$ cat src/rtl/arbiter_pkg.sv
// Shared arbitration types and the circular priority search used by the arbiter library.
package arbiter_pkg;

  typedef enum logic [0:0] {IDLE, LOCKED} arb_state_t;

  // Widest request vector the shared search supports.
  localparam int unsigned MaxPort = 32;
  localparam int unsigned MaxIdxW = 5;

  // One-hot pick of the first set bit of req[n-1:0], searching upward (mod n) from ptr+1.
  // Returns zero when no request is set.
  function automatic logic [MaxPort-1:0] rr_pick(input logic [MaxPort-1:0] req,
                                                 input int unsigned         ptr,
                                                 input int unsigned         n);
    logic [MaxPort-1:0] pick;
    logic               found;
    logic [MaxIdxW-1:0] idx;
    pick  = '0;
    found = 1'b0;
    idx   = '0;
    for (int unsigned off = 1; off <= MaxPort; off++) begin
      if (off <= n) begin
        idx = MaxIdxW'((ptr + off) % n);
        if (!found && req[idx]) begin
          pick[idx] = 1'b1;
          found     = 1'b1;
        end
      end
    end
    return pick;
  endfunction

endpackage

$ cat src/rtl/rr_pick_onehot.sv
// Combinational round-robin pick: first request above ptr_i (wrapping), one-hot result.
module rr_pick_onehot
  import arbiter_pkg::*;
#(
  parameter int unsigned Port = 4,
  parameter int unsigned IdxW = (Port > 1) ? $clog2(Port) : 1
) (
  input  logic [Port-1:0] req_i,
  input  logic [IdxW-1:0] ptr_i,
  output logic [Port-1:0] pick_o
);

  logic [MaxPort-1:0] req_ext;
  logic [MaxPort-1:0] pick_ext;

  assign req_ext  = MaxPort'(req_i);
  assign pick_ext = rr_pick(req_ext, 32'(ptr_i), Port);
  assign pick_o   = pick_ext[Port-1:0];

  // Bits above Port can never be picked because their requests are tied to zero.
  if (Port < MaxPort) begin : g_unused
    logic unused_hi;
    assign unused_hi = ^pick_ext[MaxPort-1:Port];
  end

endmodule

$ cat src/rtl/arbiter_wrr_packet.sv
// Packet-aware weighted round-robin arbiter: grant held for a whole packet, up to
// cfg_weight consecutive packets per port before priority moves on.
module arbiter_wrr_packet
  import arbiter_pkg::*;
#(
  parameter int unsigned Port    = 4,
  parameter int unsigned Width   = 32,
  parameter int unsigned WeightW = 4
) (
  input  logic                            clk,
  input  logic                            rst,
  input  logic [Port-1:0][WeightW-1:0]    cfg_weight,
  input  logic [Port-1:0]                 in_valid,
  input  logic [Port-1:0]                 in_last,
  input  logic [Port-1:0][Width-1:0]      in_data,
  output logic [Port-1:0]                 in_ready,
  output logic                            out_valid,
  output logic                            out_last,
  output logic [Width-1:0]                out_data,
  output logic [Port-1:0]                 out_src,
  input  logic                            out_ready
);

  localparam int unsigned IdxW = (Port > 1) ? $clog2(Port) : 1;
  typedef logic [IdxW-1:0] idx_t;

  arb_state_t         state_q, state_d;
  idx_t               ptr_q, ptr_d;
  idx_t               cur_q, cur_d;
  idx_t               owner_q, owner_d;
  logic [WeightW-1:0] credit_q, credit_d;

  logic [Port-1:0]    pick_oh;
  idx_t               pick_idx;
  idx_t               sel;
  logic               sel_act;
  logic               eop;
  logic               reload;
  logic [WeightW-1:0] w_sel;
  logic [WeightW-1:0] credit_eff;

  rr_pick_onehot #(
    .Port (Port),
    .IdxW (IdxW)
  ) u_pick (
    .req_i  (in_valid),
    .ptr_i  (ptr_q),
    .pick_o (pick_oh)
  );

  // Encode the one-hot pick to a port index.
  always_comb begin
    pick_idx = '0;
    for (int unsigned i = 0; i < Port; i++) begin
      if (pick_oh[i]) pick_idx = idx_t'(i);
    end
  end

  // Zero-latency pass-through from the selected port; everything quiet while in reset.
  always_comb begin
    sel       = (state_q == LOCKED) ? cur_q : pick_idx;
    sel_act   = !rst && ((state_q == LOCKED) || (|in_valid));
    out_valid = sel_act && in_valid[sel];
    out_last  = sel_act && in_last[sel];
    out_data  = sel_act ? in_data[sel] : '0;
    out_src   = '0;
    in_ready  = '0;
    if (out_valid) out_src[sel] = 1'b1;
    if (sel_act)   in_ready[sel] = out_ready;
  end

  // Lock FSM, credit reload/consume and priority pointer update.
  always_comb begin
    state_d  = state_q;
    cur_d    = cur_q;
    ptr_d    = ptr_q;
    owner_d  = owner_q;
    eop      = out_valid && out_ready && in_last[sel];
    reload   = (state_q == IDLE) && (|in_valid) && (pick_idx != owner_q);
    w_sel    = cfg_weight[sel];
    // A zero weight still grants one packet per turn.
    credit_eff = credit_q;
    if (reload) begin
      credit_eff = (w_sel == '0) ? '0 : w_sel - WeightW'(1);
      owner_d    = sel;
    end
    credit_d = credit_eff;

    unique case (state_q)
      IDLE: begin
        if ((|in_valid) && !eop) begin
          state_d = LOCKED;
          cur_d   = sel;
        end
      end
      LOCKED: begin
        if (eop) state_d = IDLE;
      end
      default: state_d = IDLE;
    endcase

    if (eop) begin
      if (credit_eff == '0) begin
        ptr_d = sel;
      end else begin
        // Point just below the port so it stays first in line for the next pick only.
        ptr_d    = (sel == '0) ? idx_t'(Port - 1) : sel - idx_t'(1);
        credit_d = credit_eff - WeightW'(1);
      end
    end
  end

  // State registers; reset leaves port 0 as the first winner.
  always_ff @(posedge clk or posedge rst) begin
    if (rst) begin
      state_q  <= IDLE;
      ptr_q    <= idx_t'(Port - 1);
      cur_q    <= '0;
      owner_q  <= idx_t'(Port - 1);
      credit_q <= '0;
    end else begin
      state_q  <= state_d;
      ptr_q    <= ptr_d;
      cur_q    <= cur_d;
      owner_q  <= owner_d;
      credit_q <= credit_d;
    end
  end

  a_ready_onehot0 : assert property (@(posedge clk) disable iff (rst) $onehot0(in_ready));

  a_data_stable : assert property (@(posedge clk) disable iff (rst)
    (out_valid && !out_ready) |=> $stable(out_data));

  a_src_locked : assert property (@(posedge clk) disable iff (rst)
    (out_valid && !(out_ready && out_last)) |=> (out_src == '0 || out_src == $past(out_src)));

endmodule

$ cat config.mk
export PLATFORM = sky130hd
export DESIGN_NAME = arbiter_wrr_packet
export DESIGN_NICKNAME = d
export VERILOG_FILES = /design/src/rtl/arbiter_pkg.sv /design/src/rtl/rr_pick_onehot.sv /design/src/rtl/arbiter_wrr_packet.sv
export SDC_FILE = /design/constraint.sdc
export NUM_CORES = 1
export LEC_CHECK = 0
export BUFFER_PORTS_ARGS = -buffer_cell sky130_fd_sc_hd__buf_4
export CAP_MARGIN = 0
export CORE_UTILIZATION = 37
export DETAILED_ROUTE_END_ITERATION = 12
export PLACE_DENSITY = 0.85
export SLEW_MARGIN = 20
export SYNTH_ARGS = -nofsm -noshare
export SYNTH_HDL_FRONTEND = slang
export SYNTH_HIERARCHICAL = 1
export SYNTH_SLANG_ARGS = --single-unit
$ cat constraint.sdc
create_clock -name clk -period 6.5 [get_ports clk]
set_input_delay 1.3 -clock clk [delete_from_list [all_inputs] [get_ports clk]]
set_output_delay 1.3 -clock clk [all_outputs]
set_load 0.02 [all_outputs]
# Word-level counts from Yosys, hierarchy flattened

Cells that the tools add are included.

Register bits after elaboration: 11
Memories kept: 0
Input port bits: 155
Bits in read-only memories: 0
Memory bits (writable): 0
Bits in latches: 0

$mul: 0
Divide/modulo/power cells: 0
Add/sub/neg operators: 7
Equal/unequal tests: 1
Multiplexer cells: 49
Bitwise logic cells: 5
Shift-type cells: 0
$lt $le $gt $ge: 10
Reduce and logical (&&, ||, !) cells: 27

Operator list:

| kind                                                                                | count |
|---|---|
| 32-bit binary-select mux with 2-bit select                                          | 1 |
| 32-bit two-way mux                                                                  | 2 |
| 4-bit two-way mux                                                                   | 11 |
| 2-bit by 6-bit < comparator with 1-bit output, second input constant                | 4 |
| 1-bit two-way mux                                                                   | 17 |
| 1-bit logical AND                                                                   | 16 |
| 1-bit binary-select mux with 2-bit select                                           | 6 |
| 4-bit bitwise OR                                                                    | 3 |
| 1-bit demux with 2-bit select                                                       | 5 |
| 2-bit by 1-bit greater-or-equal comparator with 1-bit output, second input constant | 5 |
| 2-bit two-way mux                                                                   | 5 |
| 4-bit binary-select mux with 2-bit select                                           | 1 |
| 4-bit zero test                                                                     | 2 |
| 4-bit by 1-bit subtractor with 4-bit output, second input constant                  | 2 |
| 1-bit zero test                                                                     | 5 |
| 2-bit by 1-bit adder with 2-bit output, second input constant                       | 2 |
| 2-bit adder, second input constant                                                  | 2 |
| 4-bit bitwise AND                                                                   | 1 |
| 4-bit OR reduction                                                                  | 1 |
| 2-bit by 3-bit < comparator with 1-bit output, second input constant                | 1 |
| 2-bit zero test                                                                     | 1 |
| 2-bit != test                                                                       | 1 |
| 1-bit case mux with 2 select lines                                                  | 1 |
| 2-bit AND reduction                                                                 | 1 |
| other kinds (3)                                                                     | 3 |

# Depth between registers and ports, before layout

Depth in word-level cells: 26
Gate-level depth with buffers: 19
Mapped depth without buffers: 17

# Hierarchy

Netlist, hierarchy kept.

By module, submodules not included:

| module             | area each (um^2) | instances | cells an instance |
|---|---|---|---|
| arbiter_wrr_packet | 2037.0           | 1         | 191 |
| rr_pick_onehot     | 357.8            | 1         | 38 |

# Worst setup path after synthesis

No wires, ideal clock.

Path type: input port to output port
From: in in_valid[2]
To: out out_data[10]
Path buffers: 3
Data arrival time: 4.116 ns
Slack: 1.084 ns
Stages: 11
Path through: mux4_2 -> buf_6 -> nor4b_4 -> nand2_1 -> o211ai_1 -> nor2b_1 -> o21ai_4 -> buf_6 -> buf_2 -> mux4_2 -> and2_1

Elaborated cells between the ends (all ways): 34

RTL lines:

| item                                         | RTL line                 | source |
|---|---|---|
| from (decl)                                  | arbiter_wrr_packet.sv:13 | `input logic [Port-1:0] in_valid,` |
| 1-bit binary-select mux with 2-bit select    | arbiter_pkg.sv:24        | `if (!found && req[idx]) begin` |
| 1-bit two-way mux (not written as such)      | arbiter_pkg.sv:24        |  |
| 1-bit two-way mux                            | arbiter_pkg.sv:24        |  |
| 1-bit zero test                              | arbiter_pkg.sv:24        |  |
| 1-bit logical AND                            | arbiter_pkg.sv:24        |  |
| 1-bit two-way mux                            | arbiter_pkg.sv:24        |  |
| 1-bit zero test                              | arbiter_pkg.sv:24        |  |
| 1-bit logical AND                            | arbiter_pkg.sv:24        |  |
| (+2 left out)                                | n/a                      |  |
| 1-bit logical AND                            | arbiter_pkg.sv:24        |  |
| 4-bit two-way mux *                          | arbiter_pkg.sv:24        |  |
| via pick_oh[2]                               | arbiter_wrr_packet.sv:33 | `logic [Port-1:0] pick_oh;` |
| 2-bit two-way mux * (2 in a row)             | arbiter_wrr_packet.sv:55 | `if (pick_oh[i]) pick_idx = idx_t'(i);` |
| 2-bit two-way mux *                          | arbiter_wrr_packet.sv:61 | `sel = (state_q == LOCKED) ? cur_q : pick_idx;` |
| 32-bit binary-select mux with 2-bit select * | arbiter_wrr_packet.sv:65 | `out_data = sel_act ? in_data[sel] : '0;` |
| 32-bit two-way mux (not written as such) *   | arbiter_wrr_packet.sv:65 |  |
| 32-bit two-way mux *                         | arbiter_wrr_packet.sv:65 |  |
| to (decl)                                    | arbiter_wrr_packet.sv:19 | `output logic [Width-1:0] out_data,` |

Mark *: on every way through the listed nets, which the timed path passes. The rest lies on a longest branch. The select of a mux whose other input is x is not followed.

# Final worst setup path

From: in in_valid[2]
To: out out_src[3]

Elaborated cells between the ends (all ways): 40

RTL lines:

| item                                                                                                                                                | RTL line                 | source |
|---|---|---|
| 1-bit binary-select mux with 2-bit select                                                                                                           | arbiter_pkg.sv:24        |  |
| 1-bit two-way mux (not written as such)                                                                                                             | arbiter_pkg.sv:24        |  |
| 1-bit two-way mux                                                                                                                                   | arbiter_pkg.sv:24        |  |
| 1-bit zero test                                                                                                                                     | arbiter_pkg.sv:24        |  |
| 1-bit logical AND                                                                                                                                   | arbiter_pkg.sv:24        |  |
| 1-bit two-way mux                                                                                                                                   | arbiter_pkg.sv:24        |  |
| 1-bit zero test                                                                                                                                     | arbiter_pkg.sv:24        |  |
| 1-bit logical AND                                                                                                                                   | arbiter_pkg.sv:24        |  |
| (+4 left out)                                                                                                                                       | n/a                      |  |
| via pick_oh[2]                                                                                                                                      | arbiter_wrr_packet.sv:33 |  |
| 2-bit two-way mux * (2 in a row)                                                                                                                    | arbiter_wrr_packet.sv:55 |  |
| 2-bit two-way mux *                                                                                                                                 | arbiter_wrr_packet.sv:61 |  |
| 2-bit by 3-bit < comparator with 1-bit output (not written as such) or 2-bit by 1-bit greater-or-equal comparator with 1-bit output (tied branches) | arbiter_wrr_packet.sv:68 | `if (out_valid) out_src[sel] = 1'b1;` |
| 1-bit logical AND (not written as such)                                                                                                             | arbiter_wrr_packet.sv:68 |  |
| 1-bit two-way mux (not written as such)                                                                                                             | arbiter_wrr_packet.sv:68 |  |
| 1-bit demux with 2-bit select                                                                                                                       | arbiter_wrr_packet.sv:68 |  |
| 4-bit two-way mux *                                                                                                                                 | arbiter_wrr_packet.sv:68 |  |
| to (decl)                                                                                                                                           | arbiter_wrr_packet.sv:20 | `output logic [Port-1:0] out_src,` |

Marks and branches as above.

==> metrics.txt <==
status=finished clean; hold buffer count at CTS=0; gr ovfl total=0; RSZ-0062 raised after global routing=no; share of cells above drive strength 1=62.8%; DR pass1 iterations=4; min Tclk post-route=5720 ps; first-pass GRT wire length=13.7 mm; Setup CP Type=in -> out; Max Cap Viol=0; Reg2Reg Setup Slack=1430 ps; Num Clock Sinks=11; WP data arrival=4420 ps; Clk Tree Root Cell=clkbuf_8; cells after synthesis=224; post-DR wirelength/cell=18.9 um; Max-slew headroom=37.4%; Crit. End Element=primary output; Die Area=6700 um2; largest net degree at the start of global routing=36; remaining antenna violation count=0; vias in the first global route=2797; Worst-Margin Slew=937 ps; initial core utilization=39.1%; fillers=501; Final #Nets=582; leakage power=1.89 nW; Final period util=88.0%; final setup TNS=0 ps; post-placement setup slack=810 ps; count of final setup violators=0; crit-path max FO=21; ANT cells=0; Pwr per Cell Area=336 nW/um2; Vert. Die Dim=81.8 um; Final Max Slew Viols=0; clk_lat worst skew=240 ps; post_cts resized=0; setup ws final=783 ps; yosys warns=6; Max Root-Sink Buffers=2; clock tree from TritonCTS=built; Worst VDD drop=0.000231 V; Via Count=2743; CTS buffer count=3; fin util=65.1%; initial antenna violation count=0; die extent in x=81.8 um; Rows=28; Clock Skew=6.02 ps; drt via density=5.61; drt total wl=9.22 mm; Worst-path clk slew=50 ps; Mapped Avg Cell Area=10.5 um2; gpl congestion=0.840; area grow syn2layout=66.4%; Peak Freq=175 MHz; mapped cell area=2360 um2; syn nets=391; io pins=197; hpwl dp=7.64 mm; Final Power=1.32 mW; setup bufs post-CTS=0; IO Port Bufs=196; final hold viol count=0; Worst setup SP type=input pin; H-tree levels=1; Global Route Usage Sum=27.1%; Worst Path Required=5200 ps; Placeable Area=6030 um2; iteration-0 DRC count of the detailed router=148; Hold Crit Class=reg -> reg; number of remaining DRC errors=0
registers in the layout, summed over array words and instances, names as in the netlist:
name and flops:
credit_q 4, owner_q 2, state_q 1, cur_q 2, ptr_q 2
report_power, final:
part / total, mW / internal, mW / leakage [nW] / switching (mW)
registers: 0.135 / 0.105 / 0.125 / 0.0303
clock network: 0.0688 / 0.0431 / 0.0228 / 0.0257
logic: 1.12 / 0.547 / 1.74 / 0.569
total: 1.32 / 0.695 / 1.89 / 0.625
area by class of cell:
| cell class | instances | area [um2] | area share [%] |
|---|---|---|---|
| multi-input cells | 189 | 1960 | 50.0 |
| repair buffers | 201 | 1510 | 38.4 |
| flip-flops and latches | 11 | 280 | 7.14 |
| well taps | 75 | 93.8 | 2.39 |
| clock buffers | 4 | 45.0 | 1.15 |
| inverters | 9 | 36.3 | 0.924 |
per-stage QoR:
step,hold WS (ps),instances,cell area [um2]
floorplan,472,224,2360
global placement,484,485,3880
detailed placement,496,485,3880
CTS,503,489,3930
global route,533,489,3930
finish,505,489,3930
metal layers:
metal	track usage, %	share of wire (%)	up-vias
li1	-	-	1251
met1	28.9	35	1330
met2	52.2	53	143
met3	5.89	9.8	19
met4	8.60	2.5	0
met5	0	0	-
layout by cell type, fill, tap and decap left out, types with 3 or more instances in the layout:
master,instances
a21oi_1,7
mux2i_1,9
and2_1,35
buf_4,201
mux4_2,34
inv_1,7
nand2_1,19
nor3b_1,3
clkbuf_8,3
nand4_1,3
and3_1,8
mux2_2,3
a21oi_2,3
o211ai_1,3
ha_1,12
o21ai_0,3
dfstp_2,4
dfrtp_1,7
nor2_1,6
nand2b_1,5
final timing paths:
path / startpoint / endpoint / cells past startpoint
worst min register to register: owner_q[0]$_DFFE_PP1N_ / owner_q[0]$_DFFE_PP1N_ / 2
worst max-delay path: in_valid[2] / out_src[3] / 12
max in group asynchronous: rst / ptr_q[0]$_DFFE_PP1P_ / 2
worst max register to register: ptr_q[0]$_DFFE_PP1P_ / credit_q[2]$_DFF_PP0_ / 17
worst min-delay path: owner_q[0]$_DFFE_PP1N_ / owner_q[0]$_DFFE_PP1N_ / 2
min in group asynchronous: rst / credit_q[1]$_DFF_PP0_ / 2
critical path, stage by stage:
cell,delay [ps]
buf_4,130
mux4_2,570
nor4b_4,360
nand2_1,90
o211ai_1,200
nor2b_1,140
o21ai_4,170
buf_4,380
mux2i_1,130
mux2i_1,530
and3_1,270
buf_4,150
Power figures use the tool's default switching activity.
